## src/rtl/hw_int_ctrl.sv

```systemverilog
// rtl/hw_int_ctrl.sv - edge/level interrupt latch, mask and fixed-priority nesting in front of CP0 HWInt
module hw_int_ctrl #(
    parameter int              NIRQ     = 6,
    parameter logic [NIRQ-1:0] DEF_MASK = '0
) (
    input  logic            clk,
    input  logic            reset,
    input  logic [NIRQ-1:0] IrqIn,
    input  logic            WE,
    input  logic [1:0]      Addr,
    input  logic [31:0]     WData,
    output logic [31:0]     RData,
    output logic [NIRQ-1:0] HWInt,
    input  logic            IntTaken,
    input  logic            EXLClr,
    output logic            Busy
);

    typedef enum logic {IDLE, SERVICE} state_t;

    localparam logic [NIRQ-1:0] ONE = 1;

    state_t          state_q, state_d;
    logic [NIRQ-1:0] mask_q, edge_q, prev_q;
    logic [NIRQ-1:0] edge_pend_q, edge_pend_d;
    logic [NIRQ-1:0] in_svc_q, in_svc_d;
    logic [NIRQ-1:0] pend, higher, top_bit, ack, w1c;
    logic [31:0]     status;
    logic            wr_mask, wr_edge, wr_pend;
    logic            unused_wdata;

    assign unused_wdata = ^WData[31:NIRQ];

    assign wr_mask = WE && (Addr == 2'd0);
    assign wr_edge = WE && (Addr == 2'd1);
    assign wr_pend = WE && (Addr == 2'd2);
    assign w1c     = wr_pend ? WData[NIRQ-1:0] : '0;

    // Level lines bypass the latch so dropping the line withdraws the request at once.
    assign pend   = (edge_q & edge_pend_q) | (~edge_q & IrqIn);
    assign higher = ~((in_svc_q << 1) - ONE);
    assign HWInt  = (state_q == SERVICE) ? (pend & mask_q & higher) : (pend & mask_q);
    assign Busy   = (state_q == SERVICE);

    always_comb begin
        top_bit = '0;
        for (int i = 0; i < NIRQ; i++) begin
            if (HWInt[i]) top_bit = ONE << i;
        end
    end

    // A nested take replaces InSvc outright; there is no stack of preempted lines.
    always_comb begin
        state_d  = state_q;
        in_svc_d = in_svc_q;
        ack      = '0;
        if (state_q == IDLE) begin
            if (IntTaken && (|HWInt)) begin
                in_svc_d = top_bit;
                state_d  = SERVICE;
            end
        end else begin
            if (IntTaken && (|HWInt)) begin
                in_svc_d = top_bit;
            end else if (EXLClr) begin
                ack      = in_svc_q & edge_q;
                in_svc_d = '0;
                state_d  = IDLE;
            end
        end
    end

    always_comb begin
        edge_pend_d = (edge_pend_q & ~(w1c | ack)) | (IrqIn & ~prev_q & edge_q);
        if (wr_edge) edge_pend_d = edge_pend_d & WData[NIRQ-1:0];
    end

    always_ff @(posedge clk or negedge reset) begin
        if (!reset) begin
            state_q     <= IDLE;
            in_svc_q    <= '0;
            mask_q      <= DEF_MASK;
            edge_q      <= '0;
            edge_pend_q <= '0;
            prev_q      <= '0;
        end else begin
            state_q     <= state_d;
            in_svc_q    <= in_svc_d;
            edge_pend_q <= edge_pend_d;
            prev_q      <= IrqIn;
            if (wr_mask) mask_q <= WData[NIRQ-1:0];
            if (wr_edge) edge_q <= WData[NIRQ-1:0];
        end
    end

    always_comb begin
        status              = '0;
        status[NIRQ-1:0]    = in_svc_q;
        status[8]           = Busy;
        case (Addr)
            2'd0:    RData = 32'(mask_q);
            2'd1:    RData = 32'(edge_q);
            2'd2:    RData = 32'(edge_pend_q);
            default: RData = status;
        endcase
    end

endmodule

```

## config.mk

```make
export PLATFORM = sky130hd
export DESIGN_NAME = hw_int_ctrl
export DESIGN_NICKNAME = d
export VERILOG_FILES = /design/src/rtl/hw_int_ctrl.sv
export SDC_FILE = /design/constraint.sdc
export NUM_CORES = 1
export LEC_CHECK = 0
export ABC_CLOCK_PERIOD_IN_PS = 2300
export BUFFER_PORTS_ARGS = -buffer_cell sky130_fd_sc_hd__buf_2
export CAP_MARGIN = 20
export CORE_MARGIN = 5
export CORE_UTILIZATION = 25
export CTS_BUF_LIST = sky130_fd_sc_hd__clkbuf_2 sky130_fd_sc_hd__clkbuf_4 sky130_fd_sc_hd__clkbuf_8
export DETAILED_ROUTE_END_ITERATION = 6
export MAX_ROUTING_LAYER = met4
export PLACE_DENSITY = 0.44
export SYNTH_ARGS = -nofsm -noshare
export SYNTH_HDL_FRONTEND = slang
export SYNTH_SLANG_ARGS = --single-unit
```

## constraint.sdc

```tcl
create_clock -name clk -period 2.3 [get_ports clk]
set_input_delay 0.23 -clock clk [delete_from_list [all_inputs] [get_ports clk]]
set_output_delay 0.23 -clock clk [all_outputs]
set_load 0.02 [all_outputs]
```

==> reports/metrics.csv <==
metric,value,unit
fmax,0.471,GHz
drc,0,
startpoint_type,register,
final.period_utilization,92.3,%
yosys-top-cells-area,"dfrtp_1 40%, buf_4 9.7%, mux2_2 7.5%, mux4_2 7.0%, inv_1 3.1%",
die_h,98.1,um
cts_resized,0,
relSlewSlack,50.3,%
reg2reg_slack,280,ps
initialDrtViolationCount,74,
dp_hpwl,3.71,mm
num_io_pins,84,
crit_chain,inv_1 > ha_1 > nor3b_2 > xor2_1 > a21oi_2 > buf_2,
critPathMaxStageDelay,400,ps
cts_max_path_buffers,2,
ys_warn_count,0,
critPathRequiredTime,2070,ps
num_rows,32,
die_area,0.00962,mm2
ys_types,43,
cp_num_buf_inv,2,
rr_worst_depth,7,
synth_ff_type,dfrtp_1,
vias,1427,
postCtsSetupBuffers,0,
holdCritPathClass,input pin to asynchronous set/reset pin,
setup_viol,0,
synthCells,177,
crit_path_top_delay_cell,dfrtp_1,
antenna_left,0,
die_w,98.1,um
cts_tree,yes,
power_density,1030,mW/mm2
wire_per_inst,15.5,um
area_delta_synth_final,14.8,%
maxCapViolations,0,
hold_ws,8.00,ps
vias_per_cell,4.49,
arrival,1890,ps
grt_pass1_vias,1466,
worst-setup-path-type,register to primary output,
vdd_ir_drop_max,238,uV
drive_above_1_share,33.3,%
syn_area_per_cell,11.0,um2
numCtsBuffers,5,
hold_viol,0,
gr-total-overflow,0,
end_kind,primary output,
cp_max_fo,8,
clkSinkCount,31,
ys_ff_latch,31,
cts_max_level,2,
worst_pin_slew,745,ps
p_leak,1.03,nW
fin_ws,178,ps
clkTransAtPathRegs,70,ps
io_buffers,32,
rsz0062_at_grt,false,
diodes,0,
first_pass_iters,4,
clk_latency,280,ps
maxSlewViolCount,0,
synth_enable_flop_cells,0,
gp_congestion,0.735,
synth_async_sr_flop_share,100,%
grt_util_all_layers,10.8,%
pre_cts_ws,267,ps
worstSetupStartpoint,in_svc_q[0]$_DFFE_PN0P_,
nNetsFinal,261,
synth-seq-area-share,40.0,%
clockRootBuffer,clkbuf_8,
yosysTopAreaCellShare,40.0,%
grt_pass1_wl,7.81,mm
critPathTopFamily,flip-flops,
cts_hold_buf,0,
fin_area,0.00223,mm2
synth_largest_area_cell,dfrtp_1,
worstReg2RegEnd,edge_pend_q[0]$_DFF_PN0_,
fin_crit,2120,ps
status,"finished, final reports clean",
netlist_area,0.00194,mm2
core,0.00765,mm2
setup-tns-final,0,ps
reg2reg_from,in_svc_q[0]$_DFFE_PN0P_,
dpl_cell_area,0.00214,mm2
grt_max_degree,32,
initial_core_util,25.4,%
wl,4.94,mm
clock_skew,8.01,ps
antenna_found_initial,0,
cell families (layout without fill, tap and decap cells):
kind of cell | Yosys count | after routing | synth area share (%)
xor+xnor | 3 | 3 | 1.74
mux | 23 | 23 | 16.8
other cells | 1 | 25 | 0.193
buf+inv | 45 | 60 | 13.6
simple gates | 38 | 38 | 10.9
compound gates | 35 | 35 | 16.1
flops | 31 | 31 | 40.0
fa+ha+maj | 1 | 1 | 0.645
where the power goes:
group / switching [mW] / internal, mW / total [mW]
Clock: 0.211 / 0.207 / 0.418
Combinational: 0.601 / 0.442 / 1.04
Sequential: 0.146 / 0.680 / 0.826
Total: 0.958 / 1.33 / 2.29
layout make-up:
| cell class | count | area (um2) |
|---|---|---|
| fill | 816 | 5420 |
| multi-input combinational | 125 | 990 |
| sequential | 31 | 776 |
| timing repair buffer | 36 | 190 |
| tap | 102 | 128 |
| clock buffer | 5 | 68.8 |
| inverter | 16 | 60.1 |
| clock inverter | 3 | 15.0 |
worst max path at each step:
| stage | end | slack [ps] | cells after the start |
|---|---|---|---|
| after floorplan | in_svc_q[1]$_DFFE_PN0P_ | 380 | 7 |
| after CTS | HWInt[4] | 150 | 5 |
| final | HWInt[5] | 180 | 6 |
| after global routing | HWInt[5] | 40 | 6 |
| after detailed placement | edge_pend_q[0]$_DFF_PN0_ | 270 | 7 |
| after global placement | edge_pend_q[0]$_DFF_PN0_ | 290 | 7 |
stage by stage:
stage / cells / total power [mW] / utilization [%]
floorplan: 201 / 1.58 / -
global placement: 310 / 1.89 / 28.0
detailed placement: 310 / 1.89 / 28.0
CTS: 318 / 2.33 / 29.1
global route: 318 / 2.47 / 29.1
finish: 318 / 2.29 / 29.1
state kept, by name, indices dropped and copies added (netlist names):
register,count
edge_pend_q,6
Busy,1
prev_q,6
mask_q,6
in_svc_q,6
edge_q,6
per-layer routing:
layer | GRT usage (%) | up-vias | part of all wire (%) | routed length, um
li1 | - | 671 | - | -
met1 | 13.6 | 704 | 45 | 2220
met2 | 17.7 | 45 | 49 | 2400
met3 | 2.57 | 7 | 5.5 | 271
met4 | 2.56 | 0 | 0.97 | 48
met5 | - | - | 0 | 0
synthesized netlist by cell type, drive strengths merged, types with 3 or more instances:
cell type  instances
a22o               3
a41oi              6
buf               26
clkbuf             3
dfrtp             31
inv               16
mux2              16
mux4               6
nand2             10
nand2b             8
nor2               7
o22ai              6
o2bb2ai            6
layout by cell type, fill, tap and decap left out, drive strengths merged, types with 2 or more instances in the layout:
cell     instances
conb            25
nand2           10
nor2b            2
o211ai           2
nor3b            2
inv             16
nor3             2
a22o             3
nand2b           8
dfrtp           31
nand4            2
buf             36
nor2             7
mux2            16
a21oi            2
a41oi            6
o2bb2ai          6
o22ai            6
xor2             2
clkinv           3
o32ai            2
a32o             2
clkbuf           5
mux4             6
Note: power is estimated with default switching activity, not from simulation.
